### config.mk
export PLATFORM = sky130hd
export DESIGN_NAME = bist_misr_compactor
export DESIGN_NICKNAME = d
export VERILOG_FILES = /design/src/rtl/bist_pkg.sv /design/src/rtl/misr_core.sv /design/src/rtl/bist_misr_compactor.sv
export SDC_FILE = /design/constraint.sdc
export NUM_CORES = 1
export LEC_CHECK = 0
export ABC_AREA = 1
export ABC_CLOCK_PERIOD_IN_PS = 1900
export BUFFER_PORTS_ARGS = -buffer_cell sky130_fd_sc_hd__buf_2
export CAP_MARGIN = 5
export CORE_MARGIN = 5
export CORE_UTILIZATION = 35
export CTS_BUF_LIST = sky130_fd_sc_hd__clkbuf_2 sky130_fd_sc_hd__clkbuf_4 sky130_fd_sc_hd__clkbuf_8
export CTS_CLUSTER_DIAMETER = 100
export DETAILED_ROUTE_END_ITERATION = 12
export HOLD_SLACK_MARGIN = 0.15
export PLACE_DENSITY = 0.64
export SETUP_SLACK_MARGIN = 0.05
export SYNTH_ARGS = -nofsm -noshare
export SYNTH_HDL_FRONTEND = slang
export SYNTH_HIERARCHICAL = 1
export SYNTH_SLANG_ARGS = --single-unit
export TNS_END_PERCENT = 100
### constraint.sdc
create_clock -name clk -period 1.9 [get_ports clk]
set_input_delay 0.095 -clock clk [delete_from_list [all_inputs] [get_ports clk]]
set_output_delay 0.095 -clock clk [all_outputs]
set_load 0.03 [all_outputs]
### src/rtl/bist_pkg.sv
// Shared BIST definitions: MISR state encoding and the default
// polynomial / seed / golden constants used by the pattern generator,
// the compactor and the BIST top level.
package bist_pkg;

  typedef enum logic [1:0] {
    ST_IDLE    = 2'd0,
    ST_COMPACT = 2'd1,
    ST_COMPARE = 2'd2,
    ST_DONE    = 2'd3
  } misr_state_t;

  // x^8 + x^4 + x^3 + x^2 + 1, implicit x^8 term omitted
  localparam logic [7:0] DEF_POLY   = 8'h1D;
  localparam logic [7:0] DEF_SEED   = 8'h00;
  localparam logic [7:0] DEF_GOLDEN = 8'h00;

endpackage

### src/rtl/misr_core.sv
// Signature register with Galois (shift toward MSB) MISR update.
// Ports:
//   clk, rst - clock and synchronous active-high reset (sig <= SEED)
//   load     - load seed into the register (takes priority over en)
//   seed     - value loaded on load
//   en       - absorb din into the signature this cycle
//   din      - response vector
//   sig      - current signature
module misr_core
  import bist_pkg::*;
#(
  parameter int unsigned    W    = 8,
  parameter logic [W-1:0]   POLY = W'(DEF_POLY),
  parameter logic [W-1:0]   SEED = W'(DEF_SEED)
) (
  input  logic         clk,
  input  logic         rst,
  input  logic         load,
  input  logic [W-1:0] seed,
  input  logic         en,
  input  logic [W-1:0] din,
  output logic [W-1:0] sig
);

  logic [W-1:0] sig_q;
  logic [W-1:0] sig_d;

  always_comb begin
    sig_d = sig_q;
    if (load) begin
      sig_d = seed;
    end else if (en) begin
      sig_d = {sig_q[W-2:0], 1'b0} ^ (sig_q[W-1] ? POLY : '0) ^ din;
    end
  end

  always_ff @(posedge clk) begin
    if (rst) begin
      sig_q <= SEED;
    end else begin
      sig_q <= sig_d;
    end
  end

  assign sig = sig_q;

endmodule

### src/rtl/bist_misr_compactor.sv
// MISR response compactor: compacts one response per accepted cycle into a
// W-bit signature, compares it with GOLDEN, and reports pass/fail/done.
// A vector-count watchdog aborts a session lacking a `last` vector.
// Ports:
//   clk, rst   - clock and synchronous active-high reset
//   start      - begin a session (honoured in IDLE or DONE only)
//   resp_valid - resp valid this cycle (used in COMPACT only)
//   resp       - CUT response vector
//   last       - marks the final vector (qualified by resp_valid)
//   busy       - high in COMPACT and COMPARE
//   done       - high in DONE
//   pass       - signature matched GOLDEN (valid while done)
//   timeout    - watchdog abort (valid while done)
//   signature  - current signature register
module bist_misr_compactor
  import bist_pkg::*;
#(
  parameter int unsigned  W       = 8,
  parameter logic [W-1:0] POLY    = W'(DEF_POLY),
  parameter logic [W-1:0] SEED    = W'(DEF_SEED),
  parameter logic [W-1:0] GOLDEN  = W'(DEF_GOLDEN),
  parameter int unsigned  MAX_VEC = 1000
) (
  input  logic         clk,
  input  logic         rst,
  input  logic         start,
  input  logic         resp_valid,
  input  logic [W-1:0] resp,
  input  logic         last,
  output logic         busy,
  output logic         done,
  output logic         pass,
  output logic         timeout,
  output logic [W-1:0] signature
);

  localparam int unsigned    CW    = $clog2(MAX_VEC + 1);
  localparam logic [CW-1:0]  LIMIT = CW'(MAX_VEC - 1);

  misr_state_t   state_q, state_d;
  logic [CW-1:0] count_q, count_d;
  logic          pass_q, pass_d;
  logic          timeout_q, timeout_d;
  logic          busy_q, busy_d;
  logic          done_q, done_d;
  logic          load, en;
  logic [W-1:0]  sig;

  misr_core #(
    .W    (W),
    .POLY (POLY),
    .SEED (SEED)
  ) u_core (
    .clk  (clk),
    .rst  (rst),
    .load (load),
    .seed (SEED),
    .en   (en),
    .din  (resp),
    .sig  (sig)
  );

  always_comb begin
    state_d   = state_q;
    count_d   = count_q;
    pass_d    = pass_q;
    timeout_d = timeout_q;
    load      = 1'b0;
    en        = 1'b0;
    case (state_q)
      ST_IDLE, ST_DONE: begin
        if (start) begin
          state_d   = ST_COMPACT;
          load      = 1'b1;
          count_d   = '0;
          pass_d    = 1'b0;
          timeout_d = 1'b0;
        end
      end
      ST_COMPACT: begin
        if (resp_valid) begin
          en      = 1'b1;
          count_d = count_q + CW'(1);
          if (last) begin
            state_d = ST_COMPARE;
          end else if (count_q == LIMIT) begin
            // Limit reached without `last`: abort straight to DONE
            state_d   = ST_DONE;
            timeout_d = 1'b1;
            pass_d    = 1'b0;
          end
        end
      end
      ST_COMPARE: begin
        pass_d    = (sig == GOLDEN);
        timeout_d = 1'b0;
        state_d   = ST_DONE;
      end
      default: state_d = ST_IDLE;
    endcase
    // Status flags registered from the next state so they align with it
    busy_d = (state_d == ST_COMPACT) || (state_d == ST_COMPARE);
    done_d = (state_d == ST_DONE);
  end

  always_ff @(posedge clk) begin
    if (rst) begin
      state_q   <= ST_IDLE;
      count_q   <= '0;
      pass_q    <= 1'b0;
      timeout_q <= 1'b0;
      busy_q    <= 1'b0;
      done_q    <= 1'b0;
    end else begin
      state_q   <= state_d;
      count_q   <= count_d;
      pass_q    <= pass_d;
      timeout_q <= timeout_d;
      busy_q    <= busy_d;
      done_q    <= done_d;
    end
  end

  assign busy      = busy_q;
  assign done      = done_q;
  assign pass      = pass_q;
  assign timeout   = timeout_q;
  assign signature = sig;

endmodule

======== After elaboration in Yosys (flattened, before gate mapping) ========
Cells that the tools add are included.
word-level totals
  register bits ........................... 24
  RAM bits ................................ 0
  memories kept ........................... 0
  output and inout bits ................... 12
  input port bits ......................... 13
  word-level logic and storage cells ...... 51
  ROM bits ................................ 0
  latch bits .............................. 0
operators by class
  equality and inequality tests ........... 11
  mux-type cells .......................... 22
  bitwise operators ....................... 2
  shifts and indexed selects .............. 0
  multipliers ............................. 0
  add/sub/neg operators ................... 1
  divide/modulo/power cells ............... 0
  magnitude comparators ................... 0
  reduce and logical (&&, ||, !) cells .... 8
operators by type and width
  cell                                                                    number
  10-bit 2-to-1 mux                                                       2
  10-bit one-hot mux with 2 select lines                                  1
  8-bit XOR                                                               2
  1-bit 2-to-1 mux                                                        11
  10-bit by 1-bit adder with 10-bit output (second input constant)        1
  10-bit equality test (second input constant)                            1
  2-bit equality test (second input constant)                             4
  8-bit zero test                                                         1
  2-bit 2-to-1 mux                                                        4
  2-bit != test (second input constant)                                   4
  1-bit one-hot mux with 3 select lines                                   2
  2-bit one-hot mux with 3 select lines                                   1
  5-bit 2-to-1 mux                                                        1
  2-bit by 1-bit equality test with 1-bit output (second input constant)  2
  4-bit AND reduction                                                     1
  2-bit OR reduction                                                      2
  3-bit AND reduction                                                     1
  2-bit zero test                                                         1
  2-bit nonzero test                                                      1
  1-bit logical OR                                                        1

======== Longest topological paths before layout ========
  depth after elaboration ................. 7
  gate-level depth with buffers ........... 12
  gate-level depth less buffers ........... 12

======== Cells and area by module ========
The synthesis kept the hierarchy.
modules (own cells, without submodules)
  module               cells each  area an instance (um^2)  instances  sequential area each (um^2)
  bist_misr_compactor  139         923.4                    1          320.3
  misr_core            65          478.0                    1          160.2

======== Least setup slack after synthesis ========
No wires, ideal clock.
  kind .................................... register to register
  start point ............................. reg state_q[0]
  end point ............................... reg count_q[5]
  path buffers ............................ 0
  clock period less this slack ............ 1.548 ns
  setup slack ............................. 0.352 ns
  data arrival time ....................... 1.434 ns
  setup time .............................. 0.114 ns
  cell stages (with the launch flop) ...... 11
  data required time ...................... 1.786 ns
  cell sequence ........................... dfxtp_1 -> inv_1 -> ha_1 -> nand2_1 -> o21ai_4 -> inv_2 -> o21ai_2 -> nor2_4 -> nand3_2 -> nor2_1 -> nor2_2
between the ends
  cells in the longest elaborated chain, start to end .. 4
  elaborated cells on any way between the ends .. 9
  those cells by class .................... eq/ne: 4; mux: 1; reduce/logical: 4
RTL lines
  what                                                                  RTL line                    text
  start: declaration                                                    bist_misr_compactor.sv:40   misr_state_t state_q, state_d;
  start signal: assignment                                              bist_misr_compactor.sv:115  state_q <= state_d;
  2-bit equality test or 2-bit zero test (tied branches)                bist_misr_compactor.sv:70   case (state_q)
  2-bit OR reduction                                                    bist_misr_compactor.sv:70
  2-bit != test (no source line) or 2-bit nonzero test (tied branches)  -
  3-bit AND reduction (no source line)                                  -
  end signal: assignment                                                bist_misr_compactor.sv:116  count_q <= count_d;
  end: declaration                                                      bist_misr_compactor.sv:41   logic [CW-1:0] count_q, count_d;
Parallel ways exist; a longest one is shown, timed or not.
A chain may end at the register's enable or synchronous reset.

======== Worst setup path after layout ========
Same ends and word-level chain as after synthesis.

==> results.toml <==
[floorplanning]
die_x_um = 73.3
pin_count = 25
start_util_pct = 35.5
die-area_mm2 = 0.00537
chipHeight_um = 73.3
row_count = 23
core_area_mm2 = 0.00394

[timing]
hold_violations = 0
fmax_mhz = 594
skew_ns = 0.00216
slew_viol_final = 0
timing.hold.ws_ns = 0.191
rsz0062_at_grt = "no"
setup_viol = 0
min_period_over_period_pct = 88.7
layout_setup_ws_ns = 0.216
fin_crit_ns = 1.68
fin_setup_tns_ns = 0

[logic_synthesis]
yosysTopAreaCellShare_pct = 34.3
ys_seq_area_share_pct = 34.3
synth-seq-cells = 24
synthTopCellsByArea = "dfxtp_1, nand2_1, a21oi_1"
synth_area_per_cell_um2 = 6.87
netlist_area_mm2 = 0.00140
syn_inst = 204
yosysTopAreaCell = "dfxtp_1"
yosysUniqueCellTypes = 28
ys_warn_count = 6

[drt]
num_vias = 1373
dr.pass1.iters = 4
drc = 0
wl_per_cell_um = 10.4
dr.first_iter.drc_count = 142
viasPerCell = 4.62
final_antenna_net_count = 0
routed_wl_mm = 3.10

[placement]
place_inst = 284
hpwl_mm = 2.33
port_buffers = 24
place_ws_ns = 0.180
gp_congestion = 0.818

[pwr]
powerDensity_mw_per_mm2 = 732
clkPwrFrac_pct = 26.8
leakagePower_nw = 0.793
comb_power_share_pct = 28.9
switching_share_pct = 33.5
p_sw_mw = 0.432
p_seq_share_pct = 44.3
vdd_drop_max_uv = 444
p_int_mw = 0.857

[global_route]
gr-total-overflow = 0
antenna_found_initial = 0
grt_pass1_wl_mm = 5.67
grt_max_degree = 18
grt_usage_pct = 12.9
grt_pass1_vias = 1274

[setup_path]
reg2reg_from = "state_q[0]$_SDFF_PP0_"
path_max_fanout = 5
critPathArrivalTime_ns = 1.85
cpPeakStageDelay_ns = 0.36
reg2reg_to = "count_q[5]$_SDFFE_PP0P_"
startpoint_type = "register"
worstPathCellList = "inv_1 > ha_1 > nand2_2 > o21ai_4 > inv_2 > o21ai_2 > nor2_4 > nand3_2 > nor2_1 > nor2_2"
rr_worst_depth = 10
crit_slowest_cell = "dfxtp_1"
cp_num_buf_inv = 2
crit_family = "simple AND/OR/NAND/NOR gates"
r2r_setup_slack_ns = 0.22
cp-end-kind = "register"
required_ns = 2.07
crit_type = "register to register"

[cts]
path_clk_slew_ns = 0.08
numCtsBuffers = 3
cts_buffer_depth = 2
tritoncts = "built"
clkLatencyLatePin_ns = 0.27
cts-root-buf = "clkbuf_8"
cts.sinks = 24
htreeDepth = 1

[final_layout]
fill_cells = 407
final_cell_mix = "nand2_1, inv_1, dfxtp_1, buf_2, a21oi_1"
layout_commonest_cell = "nand2_1"
drive_above_1_share_pct = 19.0
antenna_cells = 0
area_growth_pct = 25.6
fin_nets = 265
multi_input_area_um2 = 820
final_cells = 297
regArea_um2 = 480

[hold_path]
min_from = "rst"
hold_depth = 2
min_path_type = "input pin to register"
holdPathEnd = "busy$_SDFF_PP0_"

[flow_run]
cap_violations = 0

[run_status]
status = "complete, no violations"
==> worst register-to-register path, cell delays in order, from the launching register on <==
cell and delay [ns]:
dfxtp_1 0.36, inv_1 0.07, ha_1 0.36, nand2_2 0.14, o21ai_4 0.08, inv_2 0.08, o21ai_2 0.11, nor2_4 0.13
nand3_2 0.07, nor2_1 0.13, nor2_2 0.05
==> state kept, by name (all words and copies together), names as in the netlist <==
signal and cells:
done 1, u_core/sig 8, state_q 2, pass 1, timeout 1, busy 1, count_q 10
==> metrics by stage <==
stage / area [um^2] / power [mW] / utilization [%]
6_report: 1760 / 1.29 / 44.7
5_1_grt: 1760 / 1.39 / 44.7
2_1_floorplan: 1430 / 0.839 / -
3_3_place_gp: 1610 / 0.930 / 40.9
4_1_cts: 1750 / 1.30 / 44.3
3_5_place_dp: 1610 / 0.932 / 40.9
==> cell usage after synthesis, drive strengths merged <==
cell,n
a21oi,23
a22oi,8
a31o,1
buf,3
clkbuf,1
conb,1
dfxtp,24
ha,4
inv,30
nand2,47
nand3,15
nand3b,3
nand4,4
nor2,22
nor3,2
nor4,1
o21ai,9
o21bai,1
xor2,5
==> layout make-up <==
| cell class | count | area share (%) |
|---|---|---|
| well taps | 50 | 3.55 |
| flip-flops and latches | 24 | 27.3 |
| inverters | 30 | 6.40 |
| multi-input cells | 153 | 46.6 |
| repair buffers | 36 | 13.1 |
| clock buffers | 4 | 3.13 |
==> routing by layer <==
| metal | GRT usage [%] | vias up | wire [um] |
|---|---|---|---|
| met5 | 0 | - | 0 |
| met2 | 20.3 | 24 | 1350 |
| met4 | 1.23 | 0 | 11 |
| li1 | - | 748 | - |
| met1 | 18.1 | 599 | 1560 |
| met3 | 3.83 | 2 | 179 |
==> timing repair <==
item / CTS / global route
gates resized for setup: 0 / 2
buffers inserted: 0 / 1
setup endpoints to repair: 0 / 4
hold buffers: 8 / 0
endpoints found under the hold margin: 8 / 0
==> logic make-up (layout without fill, tap and decap cells) <==
family / count (synthesis) / in the layout / synth area share (%)
DFF: 24 / 24 / 34.3
other: 1 / 8 / 0.268
xor gates and xnor gates: 5 / 5 / 3.12
buffers and inverters: 34 / 70 / 9.46
and+or+nand+nor: 94 / 94 / 30.5
AOI/OAI and AO/OA: 42 / 42 / 18.8
adders and majority gates: 4 / 4 / 3.57
==> power groups by stage <==
stage,Combinational [mW],Clock [mW],Sequential [mW]
after floorplan,0.214,0,0.625
final,0.372,0.346,0.570
after CTS,0.364,0.366,0.570
after global placement,0.349,0,0.582
after global routing,0.420,0.388,0.577
after detailed placement,0.350,0,0.582
==> worst max-delay path by stage <==
stage,from,end,cells past startpoint
2_1_floorplan,state_q[0]$_SDFF_PP0_,count_q[5]$_SDFFE_PP0P_,10
3_3_place_gp,state_q[0]$_SDFF_PP0_,count_q[5]$_SDFFE_PP0P_,10
3_5_place_dp,state_q[0]$_SDFF_PP0_,count_q[6]$_SDFFE_PP0P_,8
4_1_cts,state_q[0]$_SDFF_PP0_,count_q[6]$_SDFFE_PP0P_,8
5_1_grt,state_q[0]$_SDFF_PP0_,count_q[5]$_SDFFE_PP0P_,10
6_report,state_q[0]$_SDFF_PP0_,count_q[5]$_SDFFE_PP0P_,10
Note: power is estimated with default switching activity, not from simulation.
